===== config.mk =====
export PLATFORM = sky130hd
export DESIGN_NAME = bus_control_ws
export DESIGN_NICKNAME = d
export VERILOG_FILES = /design/src/rtl/bus_control_pkg.sv /design/src/rtl/bus_addr_decoder.sv /design/src/rtl/bus_control_ws.sv
export SDC_FILE = /design/constraint.sdc
export NUM_CORES = 1
export LEC_CHECK = 0
export CAP_MARGIN = 20
export CORE_MARGIN = 1
export CORE_UTILIZATION = 50
export CTS_BUF_LIST = sky130_fd_sc_hd__clkbuf_16
export DETAILED_ROUTE_END_ITERATION = 12
export GPL_TIMING_DRIVEN = 0
export PLACE_DENSITY = 0.95
export SETUP_SLACK_MARGIN = 0.05
export SKIP_CTS_REPAIR_TIMING = 1
export SLEW_MARGIN = 40
export SYNTH_ARGS = -nofsm -noshare
export SYNTH_HDL_FRONTEND = slang
export SYNTH_SLANG_ARGS = --single-unit

===== constraint.sdc =====
create_clock -name CPUCLK_IN -period 5.2 [get_ports CPUCLK_IN]
set_input_delay 1.04 -clock CPUCLK_IN [delete_from_list [all_inputs] [get_ports CPUCLK_IN]]
set_output_delay 1.04 -clock CPUCLK_IN [all_outputs]
set_load 0.03 [all_outputs]

===== src/rtl/bus_control_pkg.sv =====
// Shared types and address-map constants for the bus_control_ws 68000 bus controller.
package bus_control_pkg;

  typedef enum logic [1:0] {
    REG_LOWER,
    REG_IO,
    REG_UPPER,
    REG_UNMAPPED
  } region_t;

  typedef enum logic [2:0] {
    S_IDLE,
    S_WAIT,
    S_PAUSE,
    S_ACK,
    S_BERR
  } state_t;

  localparam logic [3:0]  LOWER_NIB = 4'h0;
  localparam logic [3:0]  IO_NIB    = 4'h1;
  localparam logic [3:0]  UPPER_NIB = 4'hF;
  localparam logic [23:0] IO_BASE   = 24'h100000;

  function automatic logic [3:0] wait_load(input int unsigned w);
    return (w > 15) ? 4'hF : 4'(w);
  endfunction

endpackage


===== src/rtl/bus_addr_decoder.sv =====
// Combinational region / I/O port decode of the 24-bit CPU address.
module bus_addr_decoder
  import bus_control_pkg::*;
#(
  parameter int unsigned NUM_PORTS = 1
) (
  input  logic [23:0] addr_i,
  output region_t     region_o,
  output logic [3:0]  port_idx_o,
  output logic        port_in_o
);

  localparam logic [17:0] NPORTS = 18'(NUM_PORTS);

  logic [19:0] offset;

  always_comb begin
    offset     = addr_i[19:0] - IO_BASE[19:0];
    port_idx_o = offset[5:2];
    port_in_o  = offset[1];
    case (addr_i[23:20])
      LOWER_NIB: region_o = REG_LOWER;
      UPPER_NIB: region_o = REG_UPPER;
      // Port k lives at offset 4k+1 (out) / 4k+3 (in); anything else in the window faults
      IO_NIB:    region_o = (offset[0] && (offset[19:2] < NPORTS)) ? REG_IO : REG_UNMAPPED;
      default:   region_o = REG_UNMAPPED;
    endcase
  end

endmodule


===== src/rtl/bus_control_ws.sv =====
// 68000 bus controller: PROM overlay decode, chip selects, wait-state/stepper DTACK FSM,
// I/O port bank and BERR on unmapped access or timeout.
module bus_control_ws
  import bus_control_pkg::*;
#(
  parameter int unsigned PROM_WAIT = 2,
  parameter int unsigned SRAM_WAIT = 0,
  parameter int unsigned IO_WAIT   = 0,
  parameter int unsigned NUM_PORTS = 1,
  parameter int unsigned TIMEOUT   = 64
) (
  input  logic                   CPUCLK_IN,
  input  logic                   RUN_IN,
  input  logic                   STEPEN_IN,
  input  logic                   STEP_IN,
  input  logic                   AS_IN,
  input  logic                   WR_IN,
  input  logic                   UDS_IN,
  input  logic                   LDS_IN,
  input  logic [23:0]            ADDR_IN,
  input  logic [15:0]            DATA_IN,
  input  logic [8*NUM_PORTS-1:0] INPUT_SIGNAL_IN,
  output logic [15:0]            DATA_OUT,
  output logic                   DATA_OE,
  output logic                   DTACK,
  output logic                   BERR,
  output logic                   PROMCS0,
  output logic                   PROMCS1,
  output logic                   SRAMCS0,
  output logic                   SRAMCS1,
  output logic                   OE,
  output logic [8*NUM_PORTS-1:0] OUTPUT_SIGNAL
);

  localparam logic [15:0] TO_LAST = 16'(TIMEOUT - 1);

  region_t    region;
  logic [3:0] port_idx;
  logic       port_in;

  bus_addr_decoder #(.NUM_PORTS(NUM_PORTS)) u_dec (
    .addr_i     (ADDR_IN),
    .region_o   (region),
    .port_idx_o (port_idx),
    .port_in_o  (port_in)
  );

  state_t                 state_q, state_d;
  region_t                region_q, region_d;
  logic [3:0]             wait_q, wait_d;
  logic [15:0]            to_q, to_d;
  logic [3:0]             idx_q, idx_d;
  logic                   in_q, in_d;
  logic                   read_q, read_d;
  logic                   boot_q, boot_d;
  logic                   dtack_q, dtack_d;
  logic                   berr_q, berr_d;
  logic                   doe_q, doe_d;
  logic [15:0]            dout_q, dout_d;
  logic [8*NUM_PORTS-1:0] out_q, out_d;
  logic                   step_sync_q, step_prev_q;

  logic       prom_sel, sram_sel, dtreq, step_rise, ack_entry;
  logic [7:0] rd_byte;
  logic       unused_data;

  assign unused_data = ^DATA_IN[15:8];

  assign prom_sel  = (region == REG_UPPER) || ((region == REG_LOWER) && !WR_IN && !boot_q);
  assign sram_sel  = (region == REG_LOWER) && (WR_IN || boot_q);
  assign PROMCS0   = RUN_IN && AS_IN && prom_sel && UDS_IN;
  assign PROMCS1   = RUN_IN && AS_IN && prom_sel && LDS_IN;
  assign SRAMCS0   = RUN_IN && AS_IN && sram_sel && UDS_IN;
  assign SRAMCS1   = RUN_IN && AS_IN && sram_sel && LDS_IN;
  assign OE        = RUN_IN && AS_IN && (prom_sel || sram_sel) && !WR_IN;
  assign dtreq     = AS_IN && (UDS_IN || LDS_IN);
  assign step_rise = step_sync_q && !step_prev_q;

  always_comb begin
    state_d   = state_q;
    region_d  = region_q;
    wait_d    = wait_q;
    to_d      = to_q;
    idx_d     = idx_q;
    in_d      = in_q;
    read_d    = read_q;
    ack_entry = 1'b0;
    unique case (state_q)
      S_IDLE: begin
        if (dtreq) begin
          region_d = region;
          idx_d    = port_idx;
          in_d     = port_in;
          read_d   = !WR_IN;
          to_d     = '0;
          if (region == REG_UNMAPPED) begin
            state_d = S_BERR;
          end else begin
            state_d = S_WAIT;
            if (region == REG_IO)  wait_d = wait_load(IO_WAIT);
            else if (prom_sel)     wait_d = wait_load(PROM_WAIT);
            else                   wait_d = wait_load(SRAM_WAIT);
          end
        end
      end
      S_WAIT: begin
        if (!dtreq) begin
          state_d = S_IDLE;
        end else if (wait_q == '0) begin
          state_d   = STEPEN_IN ? S_PAUSE : S_ACK;
          ack_entry = !STEPEN_IN;
        end else if (!STEPEN_IN && (to_q == TO_LAST)) begin
          state_d = S_BERR;
        end else begin
          wait_d = wait_q - 4'd1;
          if (!STEPEN_IN) to_d = to_q + 16'd1;
        end
      end
      S_PAUSE: begin
        if (!dtreq) begin
          state_d = S_IDLE;
        end else if (step_rise) begin
          state_d   = S_ACK;
          ack_entry = 1'b1;
        end
      end
      S_ACK, S_BERR: begin
        if (!dtreq) state_d = S_IDLE;
      end
      default: state_d = S_IDLE;
    endcase
  end

  always_comb begin
    rd_byte = '0;
    out_d   = out_q;
    boot_d  = boot_q;
    for (int unsigned k = 0; k < NUM_PORTS; k++) begin
      if (idx_q == 4'(k)) begin
        rd_byte = in_q ? INPUT_SIGNAL_IN[8*k +: 8] : out_q[8*k +: 8];
        if (ack_entry && (region_q == REG_IO) && !in_q && WR_IN && LDS_IN)
          out_d[8*k +: 8] = DATA_IN[7:0];
      end
    end
    if (ack_entry && (region_q == REG_LOWER) && WR_IN) boot_d = 1'b1;
    // BERR and DATA_OE only assert from the edge after the cycle is accepted
    dtack_d = (state_d == S_ACK);
    berr_d  = (state_d == S_BERR) && (state_q != S_IDLE);
    doe_d   = (state_d != S_IDLE) && (state_q != S_IDLE) && (region_q == REG_IO) && read_q;
    dout_d  = doe_d ? {8'h00, rd_byte} : dout_q;
  end

  always_ff @(posedge CPUCLK_IN or negedge RUN_IN) begin
    if (!RUN_IN) begin
      state_q     <= S_IDLE;
      region_q    <= REG_UNMAPPED;
      wait_q      <= '0;
      to_q        <= '0;
      idx_q       <= '0;
      in_q        <= 1'b0;
      read_q      <= 1'b0;
      boot_q      <= 1'b0;
      dtack_q     <= 1'b0;
      berr_q      <= 1'b0;
      doe_q       <= 1'b0;
      dout_q      <= '0;
      out_q       <= '0;
      step_sync_q <= 1'b0;
      step_prev_q <= 1'b0;
    end else begin
      state_q     <= state_d;
      region_q    <= region_d;
      wait_q      <= wait_d;
      to_q        <= to_d;
      idx_q       <= idx_d;
      in_q        <= in_d;
      read_q      <= read_d;
      boot_q      <= boot_d;
      dtack_q     <= dtack_d;
      berr_q      <= berr_d;
      doe_q       <= doe_d;
      dout_q      <= dout_d;
      out_q       <= out_d;
      step_sync_q <= STEP_IN;
      step_prev_q <= step_sync_q;
    end
  end

  assign DTACK         = dtack_q;
  assign BERR          = berr_q;
  assign DATA_OE       = doe_q;
  assign DATA_OUT      = dout_q;
  assign OUTPUT_SIGNAL = out_q;

endmodule

==> flow_summary.yaml <==
placed_design:
  place_inst: 437
  place.gp.congestion: 0.813
  detailed_place_hpwl_microns: 5180
  dp_slack_ns: 0.684
  portBuffers: 71
floorplan:
  die_height_microns: 77.4
  rows: 27
  initial_utilization_pct: 51.6
  io_pins: 88
  die_x_microns: 77.4
  coreArea_sq_mm: 0.00551
  die-area_sq_mm: 0.00599
critical_path:
  cp.required_ns: 4.16
  critPathMaxFanout: 4
  start_kind: "primary input"
  critPathCaptureType: "primary output"
  worstSetupPathType: "in -> out"
  critical_path_arrival_ns: 3.51
timing:
  hold_slack_ns: 0.401
  rsz0062_at_grt: "false"
  fin_ws_ns: 0.648
  fin_crit_ns: 4.55
  period_share_pct: 87.5
  final_hold_viol_count: 0
  worst_slew_pin_slew_ns: 0.740
  skew_ns: 0.00624
  fmax_ghz: 0.220
  drv_slew: 0
  slew-limit-headroom_pct: 50.7
  setup_violations: 0
finish:
  num-fill-cells: 389
  fin_cells: 444
  fin_util_pct: 69.3
  layout.nets: 431
  drive_gt1_share_pct: 12.1
  antenna_cells: 0
  syn2layout_area_growth_pct: 34.4
detailed_routing:
  ant_nets: 0
  drc: 0
  met2WireLength_microns: 3760
  routed-wl-met3_microns: 277
  met1_length_microns: 2850
  vias_per_cell: 5.80
  avgRoutedWirePerCell_microns: 15.8
  num_vias: 2575
  drt_wl_total_microns: 7030
  drtIter0Drc: 147
  drt_first_pass_iters: 4
  highest_layer: "met4"
global_routing:
  antenna_found_initial: 0
  overflow: 0
  grt_max_degree: 30
  grt_use_total_pct: 24.2
  grt_pass1_wl_microns: 11500
  grt_pass1_vias: 2509
power:
  leakage_uw: 0.00165
  vdd.ir_drop.worst_mv: 0.187
  p_per_area_mw_per_mm2: 249
status:
  status: "completed"
logic_synthesis:
  synth_seq_cells: 53
  synth.avg_cell_area_sq_um: 9.94
  yosysUniqueCellTypes: 56
  synthCells: 286
  synth_edf_count: 0
  yosysWarnings: 0
  synth_area_sq_mm: 0.00284
  synth_ff_type: "dfrtp_1"
  ys_async_sr_fraction_pct: 100
  seq_area_frac_synth_pct: 46.8
hold_path:
  hold_class: "reg -> reg"
clock_network:
  clockRootBuffer: "clkbuf_16"
  clk_pin_slew_worst_paths_ns: 0.06
  cts.sinks: 53
  clk_latency_ns: 0.29
  cts_tree: "built"
  cts-buffers-inserted: 5
  clockBufferDepth: 2
  h-tree-depth: 2
job:
  cap_violations: 0
## cells by family (layout without fill, tap and decap cells)
kind of cell / after synthesis / after routing / synth area share, %
XOR/XNOR: 1 / 1 / 0.308
buffers and inverters: 30 / 109 / 6.25
multiplexers: 20 / 20 / 7.44
flip-flops: 53 / 53 / 46.8
AO/OA/AOI/OAI: 65 / 65 / 14.8
other: 1 / 8 / 0.132
adder cells (fa/ha/maj): 3 / 3 / 1.32
AND/OR/NAND/NOR: 113 / 113 / 22.9
## cell usage after synthesis, types with 5 or more instances
cell | number | area, sq um
nor2_1 | 7 | 26.3
mux2i_1 | 11 | 110
nand3_1 | 8 | 40.0
buf_2 | 7 | 35.0
or3_1 | 11 | 68.8
mux2_2 | 9 | 101
a21oi_1 | 13 | 65.1
nor3_1 | 5 | 25.0
nand2_1 | 37 | 139
buf_4 | 9 | 67.6
or4_1 | 7 | 52.6
nor4_1 | 7 | 43.8
o31ai_1 | 13 | 97.6
and3_1 | 5 | 31.3
o21ai_0 | 15 | 75.1
dfrtp_1 | 51 | 1280
inv_1 | 8 | 30.0
## worst max-delay path, stage by stage
cell and delay, ns:
clkdlybuf4s50_1 0.42, or3_1 0.42, o21ai_1 0.33, nand3_1 0.20, nor4b_1 0.35, clkdlybuf4s50_1 0.75
## state kept, by name, summed over array words and instances (netlist names), 2 cells and up
name           cells
wait_q             4
to_q              16
OUTPUT_SIGNAL      8
idx_q              4
DATA_OUT           8
region_q           2
state_q            3
## path summary, 6_finish.rpt
path / from / endpoint / slack [ns] / cells past startpoint
worst max-delay path: ADDR_IN[21] / SRAMCS1 / 0.65 / 6
worst min-delay path: step_sync_q / step_prev_q / 0.40 / 0
worst max register to register: wait_q[0] / OUTPUT_SIGNAL[3] / 2.91 / 8
worst min register to register: step_sync_q / step_prev_q / 0.40 / 0
max in group asynchronous: RUN_IN / region_q[0] / 4.01 / 2
min in group asynchronous: RUN_IN / DATA_OE / 0.64 / 1
## per-stage QoR
step / cell area (sq um) / total power (uW) / TNS [ns]
finish: 3820 / 950 / 0
global route: 3820 / 982 / 0
CTS: 3820 / 951 / 0
detailed placement: 3690 / 641 / 0
global placement: 3670 / 631 / -2.69
floorplan: 2870 / 563 / 0
## power breakdown
part           total (uW)  switching (uW)  internal (uW)
Clock                 311             138            172
Combinational         180            96.4           84.1
Sequential            459            20.2            438
## cell usage in the layout, fill, tap and decap left out, drive strengths merged, types with 9 or more instances in the layout
master         count
a21oi             14
buf               22
clkdlybuf4s50     70
dfrtp             51
inv                9
mux2               9
mux2i             11
nand2             37
o21ai             18
o31ai             13
or3               11
## routing by layer
| metal | track usage, % | vias to the layer above |
|---|---|---|
| li1 | - | 1200 |
| met1 | 29.1 | 1256 |
| met2 | 43.1 | 106 |
| met3 | 3.06 | 13 |
| met4 | 11.1 | 0 |
| met5 | 0 | - |
## layout make-up
cell class                      instances  area (sq um)  area share [%]
Clock buffer                            5           125            3.28
Tap cell                               72          90.1            2.36
Clock inverter                          2          7.51           0.197
Buffer                                 22           148            3.87
Sequential cell                        53          1330            34.8
Timing Repair Buffer                   72           728            19.1
Inverter                                8          30.0           0.786
Multi-Input combinational cell        210          1360            35.6
(Power assumes the default switching activity.)
